===== src/rtl/mix_pkg.sv =====
// Shared types and constants for the quad motor mixer scheduler.
package mix_pkg;

    localparam int unsigned ACC_W = 11;
    localparam int unsigned CMD_W = 8;

    typedef enum logic [1:0] {
        IDLE = 2'd0,
        MIX  = 2'd1,
        DONE = 2'd2
    } state_t;

    localparam logic [1:0] MOTOR_FL = 2'd0;
    localparam logic [1:0] MOTOR_FR = 2'd1;
    localparam logic [1:0] MOTOR_RR = 2'd2;
    localparam logic [1:0] MOTOR_RL = 2'd3;

    // MIX_SIGN[motor][axis]: axis 0=pitch, 1=roll, 2=yaw; a set bit subtracts the term.
    localparam logic [3:0][2:0] MIX_SIGN = {
        3'b001,  // rear-left:   -P +R +Y
        3'b111,  // rear-right:  -P -R -Y
        3'b010,  // front-right: +P -R +Y
        3'b100   // front-left:  +P +R -Y
    };

    typedef struct packed {
        logic [CMD_W-1:0] thr;
        logic [CMD_W-1:0] pitch;
        logic [CMD_W-1:0] roll;
        logic [CMD_W-1:0] yaw;
        logic             armed;
    } frame_t;

endpackage


===== src/rtl/offset_mix_alu.sv =====
// Shared mixer datapath: load or +/- accumulate one axis term, then clamp and arm-gate.
module offset_mix_alu
    import mix_pkg::*;
#(
    parameter logic [CMD_W-1:0] MIN_CMD = 8'd10,
    parameter logic [CMD_W-1:0] MAX_CMD = 8'd250
) (
    input  logic signed [ACC_W-1:0] acc_i,
    input  logic        [CMD_W-1:0] operand_i,
    input  logic                    load_i,
    input  logic                    sub_i,
    input  logic                    armed_i,
    output logic signed [ACC_W-1:0] acc_c_o,
    output logic        [CMD_W-1:0] cmd_c_o
);

    localparam logic signed [ACC_W-1:0] MIN_S = ACC_W'(MIN_CMD);
    localparam logic signed [ACC_W-1:0] MAX_S = ACC_W'(MAX_CMD);

    logic signed [ACC_W-1:0] opnd_s;

    always_comb begin
        opnd_s  = ACC_W'($signed(operand_i));
        acc_c_o = '0;
        cmd_c_o = '0;
        if (load_i) begin
            acc_c_o = ACC_W'(operand_i);
        end else if (sub_i) begin
            acc_c_o = acc_i - opnd_s;
        end else begin
            acc_c_o = acc_i + opnd_s;
        end
        if (!armed_i) begin
            cmd_c_o = '0;
        end else if (acc_c_o < MIN_S) begin
            cmd_c_o = MIN_CMD;
        end else if (acc_c_o > MAX_S) begin
            cmd_c_o = MAX_CMD;
        end else begin
            cmd_c_o = acc_c_o[CMD_W-1:0];
        end
    end

endmodule


===== src/rtl/offset_mix_scheduler.sv =====
// Sequences the shared mixer ALU over 16 motor x axis steps per frame and publishes four motor commands.
module offset_mix_scheduler
    import mix_pkg::*;
#(
    parameter logic [7:0] MIN_CMD = 8'd10,
    parameter logic [7:0] MAX_CMD = 8'd250
) (
    input  logic       clk,
    input  logic       rst,
    input  logic       frame_valid,
    input  logic [7:0] throttle_offset,
    input  logic [7:0] pitch_offset,
    input  logic [7:0] roll_offset,
    input  logic [7:0] yaw_offset,
    input  logic       armed,
    output logic [7:0] motor_1_cmd,
    output logic [7:0] motor_2_cmd,
    output logic [7:0] motor_3_cmd,
    output logic [7:0] motor_4_cmd,
    output logic       cmd_valid,
    output logic       busy,
    output logic       overrun
);

    state_t                  state_q, state_d;
    logic [3:0]              step_q, step_d;
    logic signed [ACC_W-1:0] acc_q, acc_d;
    frame_t                  work_q, work_d;
    frame_t                  pend_q, pend_d;
    logic                    pend_vld_q, pend_vld_d;
    logic [3:0][CMD_W-1:0]   stage_q, stage_d;
    logic [3:0][CMD_W-1:0]   cmd_q, cmd_d;
    logic                    cmd_valid_q, cmd_valid_d;
    logic                    busy_q, busy_d;
    logic                    overrun_q, overrun_d;

    frame_t                  in_frame;
    logic [1:0]              motor, axis;
    logic [2:0]              sign_row;
    logic [CMD_W-1:0]        operand;
    logic                    alu_sub;
    logic signed [ACC_W-1:0] alu_acc;
    logic [CMD_W-1:0]        alu_cmd;

    assign in_frame = '{thr: throttle_offset, pitch: pitch_offset, roll: roll_offset,
                        yaw: yaw_offset, armed: armed};
    assign motor    = step_q[3:2];
    assign axis     = step_q[1:0];
    assign sign_row = MIX_SIGN[motor];

    // Operand and add/subtract select for the current step.
    always_comb begin
        operand = work_q.thr;
        alu_sub = 1'b0;
        case (axis)
            2'd1: begin operand = work_q.pitch; alu_sub = sign_row[0]; end
            2'd2: begin operand = work_q.roll;  alu_sub = sign_row[1]; end
            2'd3: begin operand = work_q.yaw;   alu_sub = sign_row[2]; end
            default: begin operand = work_q.thr; alu_sub = 1'b0; end
        endcase
    end

    offset_mix_alu #(
        .MIN_CMD (MIN_CMD),
        .MAX_CMD (MAX_CMD)
    ) u_alu (
        .acc_i     (acc_q),
        .operand_i (operand),
        .load_i    (axis == 2'd0),
        .sub_i     (alu_sub),
        .armed_i   (work_q.armed),
        .acc_c_o   (alu_acc),
        .cmd_c_o   (alu_cmd)
    );

    always_comb begin
        state_d     = state_q;
        step_d      = step_q;
        acc_d       = acc_q;
        work_d      = work_q;
        pend_d      = pend_q;
        pend_vld_d  = pend_vld_q;
        stage_d     = stage_q;
        cmd_d       = cmd_q;
        cmd_valid_d = 1'b0;
        overrun_d   = 1'b0;

        case (state_q)
            IDLE: begin
                step_d = '0;
                if (frame_valid) begin
                    work_d  = in_frame;
                    state_d = MIX;
                end
            end
            MIX: begin
                acc_d  = alu_acc;
                step_d = 4'(step_q + 4'd1);
                if (axis == 2'd3) begin
                    stage_d[motor] = alu_cmd;
                end
                if (step_q == 4'd15) begin
                    state_d = DONE;
                end
                if (frame_valid) begin
                    pend_d     = in_frame;
                    pend_vld_d = 1'b1;
                    overrun_d  = pend_vld_q;
                end
            end
            DONE: begin
                cmd_d       = stage_q;
                cmd_valid_d = 1'b1;
                step_d      = '0;
                // A frame arriving here either chains straight into MIX or refills pending.
                if (pend_vld_q) begin
                    work_d  = pend_q;
                    state_d = MIX;
                    if (frame_valid) begin
                        pend_d = in_frame;
                    end else begin
                        pend_vld_d = 1'b0;
                    end
                end else if (frame_valid) begin
                    work_d  = in_frame;
                    state_d = MIX;
                end else begin
                    state_d = IDLE;
                end
            end
            default: begin
                state_d = IDLE;
            end
        endcase

        busy_d = (state_d != IDLE);
    end

    always_ff @(posedge clk) begin
        if (rst) begin
            state_q     <= IDLE;
            step_q      <= '0;
            acc_q       <= '0;
            work_q      <= '0;
            pend_q      <= '0;
            pend_vld_q  <= 1'b0;
            stage_q     <= '0;
            cmd_q       <= '0;
            cmd_valid_q <= 1'b0;
            busy_q      <= 1'b0;
            overrun_q   <= 1'b0;
        end else begin
            state_q     <= state_d;
            step_q      <= step_d;
            acc_q       <= acc_d;
            work_q      <= work_d;
            pend_q      <= pend_d;
            pend_vld_q  <= pend_vld_d;
            stage_q     <= stage_d;
            cmd_q       <= cmd_d;
            cmd_valid_q <= cmd_valid_d;
            busy_q      <= busy_d;
            overrun_q   <= overrun_d;
        end
    end

    assign motor_1_cmd = cmd_q[MOTOR_FL];
    assign motor_2_cmd = cmd_q[MOTOR_FR];
    assign motor_3_cmd = cmd_q[MOTOR_RR];
    assign motor_4_cmd = cmd_q[MOTOR_RL];
    assign cmd_valid   = cmd_valid_q;
    assign busy        = busy_q;
    assign overrun     = overrun_q;

endmodule


===== config.mk =====
export PLATFORM = sky130hd
export DESIGN_NAME = offset_mix_scheduler
export DESIGN_NICKNAME = d
export VERILOG_FILES = /design/src/rtl/mix_pkg.sv /design/src/rtl/offset_mix_alu.sv /design/src/rtl/offset_mix_scheduler.sv
export SDC_FILE = /design/constraint.sdc
export NUM_CORES = 1
export LEC_CHECK = 0
export ABC_AREA = 1
export CORE_ASPECT_RATIO = 1.25
export CORE_MARGIN = 4
export CORE_UTILIZATION = 30
export DETAILED_ROUTE_END_ITERATION = 16
export SLEW_MARGIN = 25
export SYNTH_ARGS = -nofsm -noshare
export SYNTH_HDL_FRONTEND = slang
export SYNTH_SLANG_ARGS = --single-unit
export TNS_END_PERCENT = 10

===== constraint.sdc =====
create_clock -name clk -period 4 [get_ports clk]
set_input_delay 0.6 -clock clk [delete_from_list [all_inputs] [get_ports clk]]
set_output_delay 0.6 -clock clk [all_outputs]
set_load 0.005 [all_outputs]

# After elaboration in Yosys (flattened, before gate mapping)
# Cells that the tools add are included.
[word_totals] reg_bits=151 inputBits=36 out_inout_bits=35
[op_classes] mux=29 reduce_logical=12 n_eq_ne=8 n_bitwise=2 n_addsub=3 magnitude_cmp=4
[ops] cell="33-bit two-way mux" count=4
[ops] cell="33-bit one-hot mux with 2 select lines" count=2
[ops] cell="32-bit bitwise mux" count=1
[ops] cell="8-bit two-way mux" count=4
[ops] cell="8-bit one-hot mux with 3 select lines" count=1
[ops] cell="11-bit two-way mux" count=2
[ops] cell="8-bit demux with 2-bit select" count=1
[ops] cell="11-bit by 8-bit adder with 11-bit output" count=1
[ops] cell="11-bit by 9-bit > comparator with 1-bit output, second input constant" count=1
[ops] cell="11-bit by 5-bit < comparator with 1-bit output, second input constant" count=1
[ops] cell="11-bit by 8-bit subtractor with 11-bit output" count=1
[ops] cell="4-bit one-hot mux with 2 select lines" count=1
[ops] cell="2-bit nonzero test" count=4
[ops] cell="3-bit binary-select mux with 2-bit select" count=1
[ops] cell="2-bit equality test, second input constant" count=3
[ops] cell="1-bit two-way mux" count=6
[ops] cell="2-bit one-hot mux with 3 select lines" count=1
[ops] cell="2-bit AND reduction" count=3
[ops] cell="4-bit by 1-bit adder with 4-bit output, second input constant" count=1
[ops] cell="2-bit by 1-bit equality test with 1-bit output, second input constant" count=2
[ops] cell="4-bit equality test, second input constant" count=1
[ops] cell="2-bit logical NOT" count=2
[ops] cell="2-bit two-way mux" count=2
[ops] cell="2-bit != test, second input constant" count=2
[ops] cell="9 further kinds" count=10

# Logic depth before layout (Yosys ltp)
# Gate-level depths: netlist of run 1.
[depth] ltp_word=10 depth_mapped=29 mapped_depth_nobuf=28

# Modules after synthesis
# Synthesis of run 1 repeated with hierarchy kept, for this count alone.
[hier_totals] hier_cells=1154 area_unflattened_um2=7752.4
[modules_own_cells] module="offset_mix_scheduler" seq_area_each_um2=3022.9 instances=1 cells_per_inst=951 area_each_um2=6570.1
[modules_own_cells] module="offset_mix_alu" seq_area_each_um2=0.0 instances=1 cells_per_inst=203 area_each_um2=1182.4

# Least setup slack after synthesis of run 1
# Ideal clock, no wire load.
[synth_timing] path_kind="register to register" startpoint="register step_q[0]" endpoint="register stage_q[28] (netlist name)" path_slack_ns=0.444 t_arrival_ns=3.489 synth_period_minus_slack_ns=3.556 setup_ns=0.067 stages_incl_launch_ff=27 path_buffers=1 required_time_ns=3.933 path_cell_list="dfxtp_1 > inv_1 > ha_1 > inv_2 > buf_6 > nand2_1 > o21a_1 > inv_2 > nand3_1 > or3_1 > o21ai_1 > nand2_1 > a21oi_1 > ha_1 > inv_1 > o21ai_0 > nor2_1 > nand2_1 > nand2_1 > nand2_1 > o21ai_0 > nand3_2 > nand3_4 > nand3_4 > inv_6 > nand2_4 > a21oi_2"
[synth_between] elab_chain_len=10 word_cells_on_any_way=17 cone_classes="add/sub (2); order compare (2); eq/ne (3); mux (8); reduce/logical (2)"
[synth_rtl] element="start: declaration" line_no="offset_mix_scheduler.sv:26" text="logic [3:0] step_q, step_d;"
[synth_rtl] element="start signal: assignment" line_no="offset_mix_scheduler.sv:154" text="step_q <= step_d;"
[synth_rtl] element="2-bit equality test (tied with other cells)" line_no="offset_mix_scheduler.sv:55, offset_mix_scheduler.sv:99"
[synth_rtl] element="8-bit one-hot mux with 3 select lines" line_no="offset_mix_scheduler.sv:55" text="case (axis)"
[synth_rtl] element="11-bit by 8-bit adder with 11-bit output / 11-bit by 8-bit subtractor with 11-bit output (equally long branches)" line_no="offset_mix_alu.sv:31, offset_mix_alu.sv:29"
[synth_rtl] element="11-bit two-way mux" line_no="offset_mix_alu.sv:28" text="end else if (sub_i) begin"
[synth_rtl] element="11-bit two-way mux" line_no="offset_mix_alu.sv:26" text="if (load_i) begin"
[synth_rtl] element="11-bit by 9-bit > comparator with 1-bit output" line_no="offset_mix_alu.sv:37" text="end else if (acc_c_o > MAX_S) begin"
[synth_rtl] element="8-bit two-way mux" line_no="offset_mix_alu.sv:37"
[synth_rtl] element="8-bit two-way mux" line_no="offset_mix_alu.sv:35" text="end else if (acc_c_o < MIN_S) begin"
[synth_rtl] element="8-bit two-way mux" line_no="offset_mix_alu.sv:33" text="if (!armed_i) begin"
[synth_rtl] element="32-bit bitwise mux" line_no="offset_mix_scheduler.sv:100" text="stage_d[motor] = alu_cmd;"
[synth_rtl] element="end signal: assignment" line_no="offset_mix_scheduler.sv:159" text="stage_q <= stage_d;"
[synth_rtl] element="end: declaration" line_no="offset_mix_scheduler.sv:31" text="logic [3:0][CMD_W-1:0] stage_q, stage_d;"
# Several ways; a longest one is shown, not always the timed one.
# A chain may end at the register's enable or synchronous reset.

# Worst setup path in the final report of run 1
[layout_timing] startpoint="register step_q[0]" endpoint="register stage_q[20] (netlist name)"
# The elaborated chain is that of the path after synthesis.

==> out/results.tsv, run 1 <==
metric	value	unit
status	complete, no violations	
boundary pin count	71	
Power Density	429	nW/µm²
Gate Count Post-Synth	971	
Nets	1084	
CTS H-tree lvls	4	
worst slew pin tran	0.837	ns
core area	23300	µm²
detailed-router iteration count before antenna repair	5	
Antenna Nets Post-Route	0	
dpl cells	1291	
Hold Path Class	reg2reg	
count of final setup violators	0	
max-slew violation count	0	
Setup crit end kind	flop	
Peak VDD IR	0.000320	V
Die Wd	146	µm
register area	3030	µm²
asr flop ratio synth	0	
clk slew on worst S/H paths	0.06	ns
TritonCTS Buffers	17	
CTS tree	yes	
Mapped Area	7160	µm²
die height	181	µm
Synth Register Bits	151	
global route overflow	0	
Post-Synthesis Mean Instance Area	7.37	µm²
routability cong.	0.871	
Cell variety after synth	40	
EDFF count, synth	0	
Die ar.	26400	µm²
Wirelength per Cell	13.9	µm
final wirelength	18500	µm
dpl ws	-0.0407	ns
register area share after synthesis	0.422	
final worst slack	0.221	ns
CP startpoint kind	flop	
first-pass GRT wire length	30400	µm
post-DP HPWL	12400	µm
Final Hold Vio Count	0	
area of the multi-input gates	3780	µm²
vias	6437	
Leak	3.69	nW
First DRT Iteration DRCs	378	
Tcrit/Tclk final	0.945	
worst-path maximum fanout	5	
Filler cells	2488	
Tot GR Track Use	0.138	
Max-cap violations	0	
Yosys Warn Count	0	
Clk Latency, worst-skew pair	0.42	ns
# diodes	0	
CTS root buf	clkbuf_16	
type of the worst setup path	reg2reg	
Max Fclk	265	MHz
initial core utilization	0.308	
Area growth syn-to-layout	24.0	%
dominant register cell in the synthesized netlist	dfxtp_1	
Post-route DRC	0	
slew margin rel.	0.442	
Buffers on Ports	70	
vias per cell	4.85	
initial antenna violation count	0	
final non-filler cell total	1326	
clock buffer depth	2	
layout cells sized above 1	0.128	
Sink Count	151	
Final Total Pwr	3.81	mW
final setup TNS	0	ns
post-synth net total	1028	
vias in the first global route	6086	
Clock Skews	0.00955	ns
Row Count	62	
largest net degree at the start of global routing	67	
WP data arrival	4.08	ns
minimum clock period	3.78	ns
CP required	4.30	ns
## state kept, by name, summed over array words and instances (netlist names)
| name | flops |
|---|---|
| motor_4_cmd | 8 |
| motor_2_cmd | 8 |
| step_q | 4 |
| acc_q | 11 |
| stage_q | 32 |
| pend_q | 33 |
| busy | 1 |
| work_q | 33 |
| motor_3_cmd | 8 |
| state_q | 2 |
| cmd_valid | 1 |
| motor_1_cmd | 8 |
| pend_vld_q | 1 |
| overrun | 1 |
## worst max-delay path, cell delays in order, from the launching register on
cell,delay [ns]
dfxtp_4,0.39
inv_4,0.07
ha_4,0.18
buf_4,0.15
nand2_1,0.06
nand3_1,0.09
nand2_2,0.09
nand2_1,0.06
inv_2,0.06
nand3_1,0.10
or3_4,0.43
nand2_2,0.13
xor2_4,0.10
ha_4,0.30
nand2_1,0.06
or2_1,0.25
nand3_1,0.07
nand2_1,0.09
nand2_1,0.07
nand2_1,0.05
nand2_1,0.08
nand3_1,0.08
nor2_1,0.10
nand3_1,0.16
nand3_4,0.19
inv_6,0.07
nand2_4,0.12
a21oi_2,0.06
## layout make-up
class | instances | share of cell area
clock buffer | 21 | 0.0519
timing repair buffer | 95 | 0.100
clock inverter | 9 | 0.0116
multi-input combinational | 697 | 0.426
tap | 288 | 0.0406
inverter | 65 | 0.0285
sequential | 151 | 0.341
## report_power, final
part           internal (mW)  total (mW)  switching (mW)
clock network          0.939        1.55           0.612
registers               1.56        1.59          0.0328
logic                  0.268       0.666           0.398
## final timing paths
kind | start | endpoint | slack, ns | depth (start not counted)
worst min-delay path | pend_q[3] | pend_q[3] | 0.47 | 2
worst max-delay path | step_q[0] | stage_q[20] | 0.22 | 27
worst max register to register | step_q[0] | stage_q[20] | 0.22 | 27
worst min register to register | pend_q[3] | pend_q[3] | 0.47 | 2
## kinds of logic (layout without fill, tap and decap cells)
logic type	count (synthesis)	after routing	synth area share
and+or+nand+nor	396	396	0.256
AOI/OAI and AO/OA	274	274	0.208
DFF	151	151	0.422
buffers and inverters	123	190	0.0690
adders and majority gates	21	21	0.0377
xor gates and xnor gates	6	6	0.00734
## per-stage QoR
stage,util,hold slack [ns],area [µm²]
floorplan,-,0.442,7160
global placement,0.349,0.450,8130
detailed placement,0.349,0.456,8130
CTS,0.374,0.466,8700
global route,0.382,0.488,8880
finish,0.382,0.467,8880
## metal layers
metal  GRT usage  vias up  part of all wire
met4      0.0418        0             0.012
met1       0.179     2961              0.46
li1            -     3334                 -
met5           0        -                 0
met3      0.0283       15             0.042
met2       0.231      127              0.48
## what timing repair did
| action | 4_1_cts | 5_1_grt |
|---|---|---|
| hold buffers | 0 | 0 |
| resized for setup | 3 | 33 |
| pin swaps | 0 | 11 |
| endpoints found under the setup margin | 28 | 33 |
| buffers inserted | 0 | 5 |
## synthesized netlist by cell type (2+ instances only)
| cell | instances | share of area |
|---|---|---|
| nor2_1 | 161 | 0.084 |
| dfxtp_1 | 151 | 0.42 |
| o21ai_0 | 144 | 0.10 |
| nand2_1 | 133 | 0.070 |
| a21oi_1 | 90 | 0.063 |
| inv_1 | 57 | 0.030 |
| clkbuf_1 | 40 | 0.021 |
| nand3b_1 | 31 | 0.032 |
| nand3_1 | 27 | 0.019 |
| ha_1 | 20 | 0.035 |
| a21oi_2 | 17 | 0.021 |
| buf_2 | 10 | 0.0070 |
| nand2_2 | 8 | 0.0070 |
| nand4_1 | 8 | 0.0070 |
| nand2_4 | 7 | 0.011 |
| o211ai_1 | 7 | 0.0073 |
| inv_2 | 6 | 0.0031 |
| buf_1 | 5 | 0.0026 |
| nand3_2 | 5 | 0.0070 |
| o21ai_1 | 5 | 0.0035 |
| xor2_1 | 5 | 0.0061 |
| nor3_1 | 4 | 0.0028 |
| o22ai_1 | 4 | 0.0035 |
| a21boi_2 | 3 | 0.0047 |
| nor2_4 | 3 | 0.0047 |
| a211oi_1 | 2 | 0.0021 |
| buf_4 | 2 | 0.0021 |
| nand3_4 | 2 | 0.0049 |
| nor2_2 | 2 | 0.0017 |
| or2_1 | 2 | 0.0017 |
## layout by cell type (no fill, tap or decap), drive strengths merged
cell           netlist  routed
a211oi               2       2
a21boi               3       3
a21oi              107     107
buf                 18      25
bufinv               0       2
clkbuf              40      21
clkdlybuf4s50        0      70
clkinv               1       6
clkinvlp             0       3
dfxtp              151     151
fa                   1       1
ha                  20      20
inv                 64      63
nand2              148     148
nand3               34      34
nand3b              31      31
nand4                8       8
nor2               166     166
nor3                 4       4
nor4                 1       1
o211ai               7       7
o21a                 1       1
o21ai              149     149
o221ai               1       1
o22ai                4       4
or2                  3       3
or3                  1       1
xnor2                1       1
xor2                 5       5
Power figures use the tool's default switching activity.
==> run 2, diff against run 1 <==
- CAP_MARGIN: default -> 20
==> results of run 2 <==
Same layout as run 1: the final DEF is identical, and so are final timing and power.
